==> src/rtl/vga_pkg.sv <==
// Shared VGA timing constants plus background scene phase and palette types.
package vga_pkg;

  localparam logic [10:0] HOR_PIXELS = 11'd1024;

  typedef enum logic [1:0] {
    DAY   = 2'd0,
    DUSK  = 2'd1,
    NIGHT = 2'd2,
    DAWN  = 2'd3
  } phase_t;

  // Index 0 is DAY, index 3 is DAWN.
  localparam logic [3:0][11:0] SKY_PAL = {
    12'hF8C, 12'h002, 12'hF60, 12'h00F
  };
  localparam logic [3:0][11:0] GROUND_PAL = {
    12'h0A0, 12'h020, 12'h080, 12'h0F0
  };

  function automatic phase_t next_phase(
    input phase_t p
  );
    return phase_t'(p + 2'd1);
  endfunction

endpackage

==> src/rtl/bg_scene_ctrl_if.sv <==
// Valid/ready configuration port used by game logic to retune the scene.
interface bg_cfg_if;
  import vga_pkg::*;

  logic       valid;
  logic       ready;
  logic [3:0] speed;
  logic       auto_en;
  phase_t     phase;

  modport master (
    output valid, speed, auto_en, phase,
    input  ready
  );
  modport slave (
    input  valid, speed, auto_en, phase,
    output ready
  );
endinterface

==> src/rtl/vga_if.sv <==
// Timing bus from the timing generator to the background stage.
interface vga_if;
  logic vblnk;

  modport out (output vblnk);
  modport in  (input  vblnk);
endinterface

==> src/rtl/bg_scene_ctrl_edge.sv <==
// Rising-edge detector on vblnk; reset state 1 suppresses a tick at release.
module vblnk_edge_det (
  input  logic clk,
  input  logic rst,
  input  logic vblnk_i,
  output logic b_o
);

  logic vblnk_q;

  always_ff @(posedge clk) begin
    if (rst) begin
      vblnk_q <= 1'b1;
    end else begin
      vblnk_q <= vblnk_i;
    end
  end

  assign b_o = vblnk_i & ~vblnk_q;

endmodule

==> src/rtl/bg_scene_ctrl.sv <==
// Frame-synchronous scroll, phase and palette controller for the background.
module bg_scene_ctrl
  import vga_pkg::*;
#(
  parameter int unsigned PHASE_FRAMES = 600,
  parameter logic [3:0]  DEF_SPEED    = 4'd1
) (
  input  logic        clk,
  input  logic        rst,
  vga_if.in           vga_in,
  bg_cfg_if.slave     cfg,
  output logic        frame_tick,
  output logic [10:0] cloud_xoff,
  output phase_t      phase,
  output logic [11:0] sky_rgb,
  output logic [11:0] ground_rgb,
  output logic [15:0] frame_cnt
);

  localparam int unsigned PCW =
    (PHASE_FRAMES > 1) ? $clog2(PHASE_FRAMES) : 1;
  localparam logic [PCW-1:0] PC_LAST = PCW'(PHASE_FRAMES - 1);

  logic           bnd;
  logic           tick_q, tick_d;
  logic [10:0]    xoff_q, xoff_d, xsum;
  logic [15:0]    fcnt_q, fcnt_d;
  phase_t         phase_q, phase_d;
  logic [PCW-1:0] pcnt_q, pcnt_d;
  logic [3:0]     speed_q, speed_d;
  logic           auto_q, auto_d;
  logic           ready_q, ready_d;
  logic [3:0]     pspeed_q, pspeed_d;
  logic           pauto_q, pauto_d;
  phase_t         pphase_q, pphase_d;
  logic [11:0]    sky_q, sky_d;
  logic [11:0]    gnd_q, gnd_d;

  vblnk_edge_det u_edge (
    .clk     (clk),
    .rst     (rst),
    .vblnk_i (vga_in.vblnk),
    .b_o     (bnd)
  );

  always_ff @(posedge clk) begin
    if (rst) begin
      tick_q   <= 1'b0;
      xoff_q   <= '0;
      fcnt_q   <= '0;
      phase_q  <= DAY;
      pcnt_q   <= '0;
      speed_q  <= DEF_SPEED;
      auto_q   <= 1'b1;
      ready_q  <= 1'b1;
      pspeed_q <= '0;
      pauto_q  <= 1'b0;
      pphase_q <= DAY;
      sky_q    <= SKY_PAL[DAY];
      gnd_q    <= GROUND_PAL[DAY];
    end else begin
      tick_q   <= tick_d;
      xoff_q   <= xoff_d;
      fcnt_q   <= fcnt_d;
      phase_q  <= phase_d;
      pcnt_q   <= pcnt_d;
      speed_q  <= speed_d;
      auto_q   <= auto_d;
      ready_q  <= ready_d;
      pspeed_q <= pspeed_d;
      pauto_q  <= pauto_d;
      pphase_q <= pphase_d;
      sky_q    <= sky_d;
      gnd_q    <= gnd_d;
    end
  end

  always_comb begin
    tick_d   = 1'b0;
    xoff_d   = xoff_q;
    fcnt_d   = fcnt_q;
    phase_d  = phase_q;
    pcnt_d   = pcnt_q;
    speed_d  = speed_q;
    auto_d   = auto_q;
    ready_d  = ready_q;
    pspeed_d = pspeed_q;
    pauto_d  = pauto_q;
    pphase_d = pphase_q;
    xsum     = xoff_q + {7'd0, speed_q};

    // A word taken on a boundary edge waits for the next boundary.
    if (cfg.valid && ready_q) begin
      pspeed_d = cfg.speed;
      pauto_d  = cfg.auto_en;
      pphase_d = cfg.phase;
      ready_d  = 1'b0;
    end

    if (bnd) begin
      tick_d = 1'b1;
      xoff_d = (xsum >= HOR_PIXELS) ? xsum - HOR_PIXELS : xsum;
      fcnt_d = fcnt_q + 16'd1;
      if (!ready_q) begin
        speed_d = pspeed_q;
        auto_d  = pauto_q;
        phase_d = pphase_q;
        pcnt_d  = '0;
        ready_d = 1'b1;
      end else if (auto_q) begin
        if (pcnt_q == PC_LAST) begin
          phase_d = next_phase(phase_q);
          pcnt_d  = '0;
        end else begin
          pcnt_d = pcnt_q + PCW'(1);
        end
      end else begin
        pcnt_d = '0;
      end
    end

    sky_d = SKY_PAL[phase_d];
    gnd_d = GROUND_PAL[phase_d];
  end

  assign cfg.ready  = ready_q;
  assign frame_tick = tick_q;
  assign cloud_xoff = xoff_q;
  assign phase      = phase_q;
  assign sky_rgb    = sky_q;
  assign ground_rgb = gnd_q;
  assign frame_cnt  = fcnt_q;

endmodule

==> src/flat_wrapper.sv <==
// flat-port wrapper written by rule: the top's interface ports become plain ports
module bg_scene_ctrl_flat import vga_pkg::*;
#(
  parameter int unsigned PHASE_FRAMES = 600,
  parameter logic [3:0]  DEF_SPEED    = 4'd1
)
  (clk, rst, frame_tick, cloud_xoff, phase, sky_rgb, ground_rgb, frame_cnt, vga_in_vblnk, cfg_valid, cfg_speed, cfg_auto_en, cfg_phase, cfg_ready);
  vga_if vga_in_i ();
  bg_cfg_if cfg_i ();
  input  logic clk;
  input  logic rst;
  output logic frame_tick;
  output logic [10:0] cloud_xoff;
  output phase_t phase;
  output logic [11:0] sky_rgb;
  output logic [11:0] ground_rgb;
  output logic [15:0] frame_cnt;
  input wire logic [$bits(vga_in_i.vblnk)-1:0] vga_in_vblnk;
  input wire logic [$bits(cfg_i.valid)-1:0] cfg_valid;
  input wire logic [$bits(cfg_i.speed)-1:0] cfg_speed;
  input wire logic [$bits(cfg_i.auto_en)-1:0] cfg_auto_en;
  input wire logic [$bits(cfg_i.phase)-1:0] cfg_phase;
  output wire logic [$bits(cfg_i.ready)-1:0] cfg_ready;
  assign vga_in_i.vblnk = vga_in_vblnk;
  assign cfg_i.valid = cfg_valid;
  assign cfg_i.speed = cfg_speed;
  assign cfg_i.auto_en = cfg_auto_en;
  assign cfg_i.phase = cfg_phase;
  assign cfg_ready = cfg_i.ready;
  bg_scene_ctrl #(.PHASE_FRAMES(PHASE_FRAMES), .DEF_SPEED(DEF_SPEED)) u_core (.clk(clk), .rst(rst), .vga_in(vga_in_i), .cfg(cfg_i), .frame_tick(frame_tick), .cloud_xoff(cloud_xoff), .phase(phase), .sky_rgb(sky_rgb), .ground_rgb(ground_rgb), .frame_cnt(frame_cnt));
endmodule
==> config.mk <==
export PLATFORM = sky130hd
export DESIGN_NAME = bg_scene_ctrl_flat
export DESIGN_NICKNAME = d
export VERILOG_FILES = /design/src/rtl/vga_pkg.sv /design/src/rtl/bg_scene_ctrl_if.sv /design/src/rtl/vga_if.sv /design/src/rtl/bg_scene_ctrl_edge.sv /design/src/rtl/bg_scene_ctrl.sv /design/src/flat_wrapper.sv
export SDC_FILE = /design/constraint.sdc
export NUM_CORES = 1
export LEC_CHECK = 0
export CAP_MARGIN = 15
export CORE_MARGIN = 5
export CORE_UTILIZATION = 36
export CTS_CLUSTER_SIZE = 8
export DETAILED_ROUTE_END_ITERATION = 16
export GPL_TIMING_DRIVEN = 0
export HOLD_SLACK_MARGIN = 0.15
export PLACE_DENSITY_LB_ADDON = 0.12
export RECOVER_POWER = 25
export SYNTH_ARGS = -nofsm -noshare
export SYNTH_HDL_FRONTEND = slang
export SYNTH_SLANG_ARGS = --single-unit
==> constraint.sdc <==
create_clock -name clk -period 2.1 [get_ports clk]
set_input_delay 0.42 -clock clk [delete_from_list [all_inputs] [get_ports clk]]
set_output_delay 0.42 -clock clk [all_outputs]
set_load 0.01 [all_outputs]
# Word level (Yosys, flattened, before mapping)
# Index checks and enable logic that the tools add are counted.
# word_totals
ff_bits	78
in_bits	11
# op_classes
addsub	5
magnitude_cmp	2
n_eq_ne	1
n_mux	16
bitwise_logic	3
reduce_logical	2
# op_table
op	n
binary-select mux 12 bit (select 2 bit)	2
2-to-1 mux 10 bit	3
2-to-1 mux 12 bit	2
adder 16 x 1 -> 16 bit (second input constant)	1
adder 11 x 4 -> 11 bit	1
>= comparator 11 bit (second input constant)	1
2-to-1 mux 11 bit	1
subtractor 11 bit (second input constant)	1
adder 10 x 1 -> 10 bit (second input constant)	1
== test 10 bit (second input constant)	1
2-to-1 mux 2 bit	4
2-to-1 mux 1 bit	4
< comparator 2 x 3 -> 1 bit (second input constant)	1
adder 2 x 1 -> 2 bit (second input constant)	1
inverter 1 bit	2
AND reduction 2 bit	1
bitwise AND 1 bit	1
logical AND 1 bit	1

# Longest topological paths before layout
# logic_depth
depth_word	7
depth_mapped	8

# By module
# Synthesis repeated with hierarchy kept, for this count alone.
# unflattened
hier_cells	322
area_unflattened_um2	2822.7
# modules_own_cells
mod	instances	cells_each	area_each_um2	seq_area_each_um2
bg_scene_ctrl	1	319	2790.2	1181.1
vblnk_edge_det	1	3	32.5	20.0

# Worst setup path after synthesis
# Ideal clock, no wire load.
# synth_timing
path_kind	flip-flop to flip-flop
start	register u_core.pcnt_q[0]
end	register u_core.sky_q[3], in the netlist u_core.sky_rgb[3]
setup_ps	123
t_arrival_ps	1922
required_time_ps	1977
slack_ps	55
path_stages_with_launch	9
path_buffers	1
path_cell_list	dfxtp_1 -> ha_1 -> and2_1 -> clkbuf_1 -> nand4_1 -> and3_1 -> or2_1 -> ha_1 -> or2_2
# synth_via
elab_chain_cells	7
# synth_lines
item	line	text
start, declared	bg_scene_ctrl.sv:29	logic [PCW-1:0] pcnt_q, pcnt_d;
start signal, assigned	bg_scene_ctrl.sv:66	pcnt_q <= pcnt_d;
== test 10 bit	bg_scene_ctrl.sv:111	if (pcnt_q == PC_LAST) begin
2-to-1 mux 2 bit	bg_scene_ctrl.sv:111	
2-to-1 mux 2 bit	bg_scene_ctrl.sv:110	end else if (auto_q) begin
2-to-1 mux 2 bit	bg_scene_ctrl.sv:104	if (!ready_q) begin
2-to-1 mux 2 bit	bg_scene_ctrl.sv:100	if (bnd) begin
binary-select mux 12 bit (select 2 bit)	bg_scene_ctrl.sv:122	sky_d = SKY_PAL[phase_d];
2-to-1 mux 12 bit (not written as such)	bg_scene_ctrl.sv:122	
end signal, assigned	bg_scene_ctrl.sv:59	sky_q <= SKY_PAL[DAY];
end signal, assigned	bg_scene_ctrl.sv:73	sky_q <= sky_d;
end, declared	bg_scene_ctrl.sv:36	logic [11:0] sky_q, sky_d;
# No other way between the ends. The select of a mux whose other input is x is not followed.
# A chain may end at the register's enable or synchronous reset.

# Final worst setup path
# Ends and elaborated chain as after synthesis.

==> results.toml <==
[pwr]
leakagePower_nw = 1.44
ir_worst_vdd_mv = 0.321
power.density_nw_per_um2 = 606

[clock_network]
worst_skew_pair.late_latency_ns = 0.33
postCtsHoldBufs = 0
h-tree-depth = 3
root_buffer = "clkbuf_8"
clockBufferDepth = 2
clock_sinks = 60
clkTransAtPathRegs_ns = 0.07
cts_tree = "yes"
cts_made_buffers = 9

[synth]
synth_top_area_frac = 0.425
synthFlopType = "dfxtp_1"
ys_seq_area_frac = 0.425
netlist_area_um2 = 2820
netlist_top_cells_area = "dfxtp_1 (43%), nand2_1 (5.2%), a21oi_1 (5.1%)"
synth_warnings = 0
syn_area_per_cell_um2 = 8.77
synth_edf_count = 0
ys_seq_elements = 60
synthArstFlopShare = 0
syn_inst = 322
ys_types = 52
synth_top_cell_by_area = "dfxtp_1"

[global_routing]
grt_overflow_total = 0
grt_pass1_vias = 2193
antenna_found_initial = 0
track_usage = 0.134
grt_max_degree = 12
grt_pass1_wl_um = 10500

[final_layout]
layout.nets = 417
mostFrequentLayoutCell = "dfxtp_1"
final_cell_mix = "dfxtp_1 (57), clkdlybuf4s50_1 (49), nand2_1 (39)"
seqCellArea_um2 = 1200
multi_input_area_um2 = 1470
syn2layout_area_growth_pct = 31.8
nFillCells = 780
n_antenna_cell = 0
drive_gt1_frac = 0.135
fin_cells = 502
fin_util = 0.484

[floorplan]
fp.dieW_um = 98.6
pin_count = 66
die-area_um2 = 9720
num_rows = 32
start_util = 0.367
die-height_um = 98.6
core_um2 = 7690

[drt]
vias = 2358
drc_errors = 0
wl_per_cell_um = 12.3
via_per_inst = 4.70
ant_nets = 0
first_pass_iters = 4
drt_iter0_drc = 129
postRouteWirelength_um = 6180

[sta]
final_max_slew_viol_count = 0
max_slew_margin = 0.503
max_freq_mhz = 506
min_period_over_period = 0.940
fin_crit_ns = 1.97
final-hold-violation-count = 0
finalSetupViolations = 0
fin_worst_skew_ns = 0.00445
fin_hold_ws_ns = 0.387
worst_pin_slew_ns = 0.743

[setup_path]
r2r_slack_ns = 0.13
setup.worst_path.end_class = "flop"
critPathKind = "flop to flop"
cp_data_required_time_ns = 2.32
arrival_ns = 2.20
crit_fanout = 4
start_kind = "flop"

[placed_design]
gp_congestion = 0.783
dpl.hpwl_um = 4540
port_buffers = 54
dp_cells = 487

[status]
outcome = "completed"

[worst_hold_path]
worstHoldPathType = "primary input to flop"

[run]
max_cap_viol_count = 0
==> timing repair <==
action                     CTS  global route
setup buffers                0             2
pin swaps                    1             4
gates resized for setup      9             7
setup endpoints to repair    5             2
==> cells by family after synthesis <==
logic type      share of synthesized area
mux                               0.00753
other cells                       0.00133
flops                               0.425
xor+xnor                           0.0651
simple gates                        0.258
compound gates                      0.115
buf+inv                            0.0758
fa+ha+maj                          0.0514
==> Yosys cell counts (all sizes together), types with 7 or more instances <==
| master | number |
|---|---|
| dfxtp | 60 |
| nand2 | 39 |
| a21oi | 29 |
| nor2 | 29 |
| buf | 24 |
| nand3 | 15 |
| xnor2 | 11 |
| ha | 10 |
| xor2 | 10 |
| nand4 | 9 |
| clkbuf | 8 |
| o21ai | 7 |
| or3 | 7 |
==> flip-flops by register name (all words and copies together) (netlist names), 3 cells and up <==
name,cells
u_core.ground_rgb,3
u_core.frame_cnt,16
u_core.sky_rgb,4
u_core.speed_q,4
u_core.pcnt_q,10
u_core.cloud_xoff,10
u_core.pspeed_q,4
==> per-stage QoR <==
step,TNS (ns),power [mW],cell area (µm²),worst slack (ns)
after floorplan,0,1.31,2860,0.0548
after global placement,-3.33,1.39,3530,-0.742
after detailed placement,-3.86,1.39,3530,-0.770
after CTS,0,2.29,3700,0.00652
after global routing,-0.000264,2.36,3720,-0.000264
final,0,2.26,3720,0.126
==> path summary, 6_finish.rpt <==
check                                                     start                                to  depth (start not counted)
worst max-delay path              u_core.pcnt_q[0]$_SDFFE_PP0P_      u_core.sky_rgb[3]$_SDFF_PP1_                          7
worst min-delay path                               vga_in_vblnk  u_core.u_edge.vblnk_q$_SDFF_PP1_                          2
worst max register to register    u_core.pcnt_q[0]$_SDFFE_PP0P_      u_core.sky_rgb[3]$_SDFF_PP1_                          7
worst min register to register  u_core.pspeed_q[1]$_SDFFE_PP0P_    u_core.speed_q[1]$_SDFFE_PP0P_                          2
==> power breakdown <==
group          switching, mW  total [mW]  internal [mW]
sequential            0.0201        1.18           1.16
combinational         0.0923       0.183         0.0909
clock                  0.434       0.892          0.459
==> area by class of cell <==
| type | instances | share of cell area |
|---|---|---|
| Clock inverter | 2 | 0.00269 |
| Buffer | 29 | 0.0511 |
| Multi-Input combinational cell | 234 | 0.395 |
| Sequential cell | 60 | 0.324 |
| Clock buffer | 14 | 0.0410 |
| Inverter | 5 | 0.00504 |
| Tap cell | 102 | 0.0343 |
| Timing Repair Buffer | 56 | 0.147 |
==> routing by layer <==
| layer | part of all wire | track usage |
|---|---|---|
| met1 | 0.47 | 0.174 |
| met2 | 0.45 | 0.206 |
| met3 | 0.065 | 0.0439 |
| met4 | 0.010 | 0.0504 |
| met5 | 0 | 0 |
==> critical path, stage by stage (launching register included) <==
cell      delay [ns]
dfxtp_2         0.35
ha_1            0.18
and2_4          0.17
nand4_1         0.16
a221oi_4        0.34
or2_1           0.17
ha_1            0.22
or2_2           0.27
(Power assumes the default switching activity.)
